[src/rtl/vmul_wb_collector.sv]
// Writeback collector for the vector multiplier lanes: buffers lock-stepped lane
// results in a small FIFO and drains each entry to the vector and/or scalar writeback ports.
module vmul_wb_collector #(
   parameter int DEPTH = 2,
   parameter int LANES = 4,
   parameter int DW    = 32,
   parameter int RW    = 6,
   parameter int WW    = 2
) (
   input  logic                clk,
   input  logic                rst_n,
   input  logic                in_valid_i,
   output logic                in_ready_o,
   input  logic [LANES*DW-1:0] in_data_i,
   input  logic [LANES-1:0]    in_mask_i,
   input  logic [5:0]          in_alu_fn_i,
   input  logic [RW-1:0]       in_reg_idxw_i,
   input  logic [WW-1:0]       in_wid_i,
   input  logic                in_wvd_i,
   input  logic                in_wxd_i,
   output logic                out_v_valid_o,
   input  logic                out_v_ready_i,
   output logic [LANES*DW-1:0] out_v_data_o,
   output logic [LANES-1:0]    out_v_mask_o,
   output logic                out_x_valid_o,
   input  logic                out_x_ready_i,
   output logic [DW-1:0]       out_x_data_o,
   output logic [RW-1:0]       out_reg_idxw_o,
   output logic [WW-1:0]       out_wid_o
);

   localparam int PW = (DEPTH > 1) ? $clog2(DEPTH) : 1;
   localparam int CW = $clog2(DEPTH + 1);

   typedef struct packed {
      logic                wvd;
      logic                wxd;
      logic [WW-1:0]       wid;
      logic [RW-1:0]       reg_idx;
      logic [LANES-1:0]    mask;
      logic [LANES*DW-1:0] data;
   } entry_t;

   entry_t          r_mem [DEPTH];
   logic [PW-1:0]   r_wr_ptr;
   logic [PW-1:0]   r_rd_ptr;
   logic [CW-1:0]   r_count;
   logic            r_done_v;
   logic            r_done_x;

   entry_t          w_in_entry;
   entry_t          w_head;
   logic            w_not_empty;
   logic            w_push;
   logic            w_pop;
   logic            w_v_fire;
   logic            w_x_fire;
   logic            w_unused_alu_fn;

   // The alu fn travels with the lane beat but nothing downstream of writeback needs it.
   assign w_unused_alu_fn = ^in_alu_fn_i;

   assign w_in_entry = '{wvd: in_wvd_i, wxd: in_wxd_i, wid: in_wid_i,
                         reg_idx: in_reg_idxw_i, mask: in_mask_i, data: in_data_i};

   assign w_not_empty = (r_count != '0);
   assign w_head      = r_mem[r_rd_ptr];

   assign in_ready_o = (r_count != CW'(DEPTH));
   assign w_push     = in_valid_i & in_ready_o;

   assign out_v_valid_o = w_not_empty & w_head.wvd & ~r_done_v;
   assign out_x_valid_o = w_not_empty & w_head.wxd & ~r_done_x;
   assign w_v_fire      = out_v_valid_o & out_v_ready_i;
   assign w_x_fire      = out_x_valid_o & out_x_ready_i;

   // An entry leaves once every port it needs has completed, including this cycle.
   assign w_pop = w_not_empty
                & (~w_head.wvd | r_done_v | w_v_fire)
                & (~w_head.wxd | r_done_x | w_x_fire);

   assign out_v_data_o   = w_not_empty ? w_head.data           : '0;
   assign out_v_mask_o   = w_not_empty ? w_head.mask           : '0;
   assign out_x_data_o   = w_not_empty ? w_head.data[DW-1:0]   : '0;
   assign out_reg_idxw_o = w_not_empty ? w_head.reg_idx        : '0;
   assign out_wid_o      = w_not_empty ? w_head.wid            : '0;

   // NOTE: payload storage is deliberately not reset; the head is gated by count, so stale
   // contents are never visible, and leaving it unreset lets it map to plain flops/RAM.
   always_ff @(posedge clk) begin
      if (w_push) r_mem[r_wr_ptr] <= w_in_entry;
   end

   // NOTE: all sequential state uses non-blocking assignments so every flop samples pre-edge values.
   always_ff @(posedge clk or negedge rst_n) begin
      if (!rst_n) begin
         r_wr_ptr <= '0;
         r_rd_ptr <= '0;
         r_count  <= '0;
         r_done_v <= 1'b0;
         r_done_x <= 1'b0;
      end else begin
         if (w_push) r_wr_ptr <= r_wr_ptr + PW'(1);
         if (w_pop)  r_rd_ptr <= r_rd_ptr + PW'(1);

         if (w_push && !w_pop)      r_count <= r_count + CW'(1);
         else if (!w_push && w_pop) r_count <= r_count - CW'(1);

         if (w_pop) begin
            r_done_v <= 1'b0;
            r_done_x <= 1'b0;
         end else begin
            if (w_v_fire) r_done_v <= 1'b1;
            if (w_x_fire) r_done_x <= 1'b1;
         end
      end
   end

endmodule

[config.mk]
export PLATFORM = sky130hd
export DESIGN_NAME = vmul_wb_collector
export DESIGN_NICKNAME = d
export VERILOG_FILES = /design/src/rtl/vmul_wb_collector.sv
export SDC_FILE = /design/constraint.sdc
export NUM_CORES = 1
export LEC_CHECK = 0
export ABC_AREA = 1
export BUFFER_PORTS_ARGS = -buffer_cell sky130_fd_sc_hd__buf_2
export CAP_MARGIN = 25
export CORE_UTILIZATION = 52
export CTS_CLUSTER_SIZE = 12
export DETAILED_ROUTE_END_ITERATION = 16
export GPL_TIMING_DRIVEN = 0
export PLACE_DENSITY = 0.8
export SYNTH_ARGS = -nofsm -noshare
export SYNTH_HDL_FRONTEND = slang
export SYNTH_SLANG_ARGS = --single-unit
[constraint.sdc]
create_clock -name clk -period 8.55 [get_ports clk]
set_input_delay 1.71 -clock clk [delete_from_list [all_inputs] [get_ports clk]]
set_output_delay 1.71 -clock clk [all_outputs]
set_load 0.05 [all_outputs]
==> run metrics <==
Avg Cell Area, Syn about 14 um2; Syn Nets slightly below 1000; CTS H-Tree Depth 1; top cell type by total area after synthesis edfxtp_1; post-layout util 0.671; async set-or-reset flop fraction in the synthesized netlist 0.0207; CP max stage delay 0.38 ns; Clock Skews 0.0149 ns; gr usage total 0.219; Post-synth top cells nand2_1, edfxtp_1, a21oi_2; crit-path max FO 10; Skew-Pair Late Insertion Delay 0.54 ns; initial antenna violation count 6; CTS tree done; Least-Margin Pin Slew roughly 0.88 ns; Setup-failing EPs final 0; Worst path top cell family by delay buffers and inverters; Setup CP Type flip-flop to primary output; cell area after layout 14700 um2; CTS Buf Count 30; most common cell in the netlist nand2_1; Crit path required time 6.84 ns; Port Buffers approximately 320; I/O pin total between 300 and 400; period utilization 0.464; Max-slew headroom 0.414; Slew Limit Fails 0; Die ar. 23000 um2; Ys Warns 0; Clk pin slew, worst setup/hold paths ~0.060 ns; die width 152 um; top cells by area, synth edfxtp_1, nand2_1, a21oi_2; DRT antenna net count 0; Congestion Overflow GR 0; DR vias 7681; hold_buf cts 0; crit path capture type primary output; Critical Path, Cell by Cell inv_2 > buf_4 > buf_2 > nand2_1 > a21oi_2 > buf_4 > buf_2; area of the multi-input gates between 2000 and 2500 um2; Synth Instances 835; Via density around 5.1; layout cells sized above 1 0.451; Cell Area, Synth 11600 um2; min cycle time layout 3.97 ns; Initial DRC Count 385; DP Worst Slack between 4 and 5 ns; Highest Clock Rate 0.252 GHz; library cells used by synthesis 21; sequential area share after synthesis 0.746; RSZ-0062 raised after global routing false; register area 8680 um2; CTS Buffer Depth 3; initial core utilization 0.531; fin worst setup slack 4.58 ns; Hold Path Class flip-flop to flip-flop; Nets between 1000 and 1500; die height between 150 and 200 um; first-pass GRT wire length 38200 um; DRC 0; GP Congestion 0.794; WHS about 0.54 ns; Placed Area between 10000 and 15000 um2; synth-to-layout area growth 26.4%; # rows 54; CTS root buffer clkbuf_16; DRT Pass-1 Iters 5; worst path arrival time about 2.3 ns; total core area 21900 um2; Avg WL per Cell 17.5 um; status finished clean; Clock Sinks 290; post-DP HPWL 18400 um; slowest CP cell dfrtp_1; crit path buf inv count 5; largest net degree at the start of global routing 34; Max Cap Viol 0; fillers 1569; post_cts resized 0; post-synth top area share 0.733; Reg2Reg Setup Slack 6.24 ns; CP Launch Type flip-flop; postcts setup bufs 0; vias in the first global route 7332; Post-synth top flop edfxtp_1; final WL ~26000 um; Post-synth EDFFs 284; flops & latches, synth 290; final hold viol count 0
-- state kept, by name, summed over array words and instances (netlist names) --
name / cells
r_mem: 284
r_count: 2
r_done_v: 1
r_done_x: 1
r_rd_ptr: 1
r_wr_ptr: 1
-- final timing paths --
check                                  startpoint                      to  cells past startpoint
min in group asynchronous                   rst_n    r_wr_ptr$_DFFE_PN0P_                      1
hold / removal             r_count[0]$_DFFE_PN0P_  r_count[0]$_DFFE_PN0P_                      1
setup reg to reg           r_count[0]$_DFFE_PN0P_  r_mem[1][65]$_DFFE_PP_                      6
setup / recovery             r_rd_ptr$_DFFE_PN0P_        out_x_data_o[27]                      7
hold reg to reg            r_count[0]$_DFFE_PN0P_  r_count[0]$_DFFE_PN0P_                      1
max in group asynchronous                   rst_n    r_done_x$_DFFE_PN0P_                      1
-- per-layer routing --
metal / part of all wire / track usage / wire, um
met3: 0.086 / 0.0617 / 2270
met1: 0.36 / 0.254 / 9540
met4: 0.025 / 0.0663 / 652
met2: 0.53 / 0.394 / 13800
met5: 0.00049 / 0 / 13
-- layout by cell type, fill, tap and decap left out, types with 2 or more instances in the layout --
master	n
buf_2	339
nand2_1	294
edfxtp_1	284
a21oi_2	100
a21oi_1	41
buf_4	34
clkbuf_16	31
buf_6	20
clkbuf_1	15
inv_1	10
buf_12	8
dfrtp_1	6
diode_2	4
inv_2	4
o21ai_0	4
nor2_1	4
clkinv_1	4
clkinv_2	3
nand4_1	2
nor2_4	2
-- cells by family (layout without fill, tap and decap cells) --
kind of cell / after synthesis / count (layout) / synth area share
fa+ha+maj: 1 / 1 / 0.00108
compound gates: 145 / 145 / 0.0947
simple gates: 305 / 305 / 0.100
buf+inv: 92 / 473 / 0.0565
flops: 290 / 290 / 0.746
xor+xnor: 2 / 2 / 0.00151
other cells: 0 / 4 / 0
-- metrics by stage --
step / TNS, ns / cells
after floorplan: 0 / 835
after global placement: -895.25 / 1436
after detailed placement: 0 / 1445
after CTS: 0 / 1496
after global routing: 0 / 1498
final: 0 / 1500
-- layout make-up --
| cell class | count | area share |
|---|---|---|
| Clock buffer | 42 | 0.0563 |
| Sequential cell | 290 | 0.590 |
| Antenna cell | 4 | 0.000681 |
| Multi-Input combinational cell | 453 | 0.157 |
| Timing Repair Buffer | 330 | 0.122 |
| Inverter | 14 | 0.00358 |
| Tap cell | 280 | 0.0238 |
| Clock inverter | 9 | 0.00468 |
| Buffer | 78 | 0.0411 |
Power is left out: the tool's default activity adds up to more than one toggle a clock period on the data nets, which glitch-free logic cannot reach.
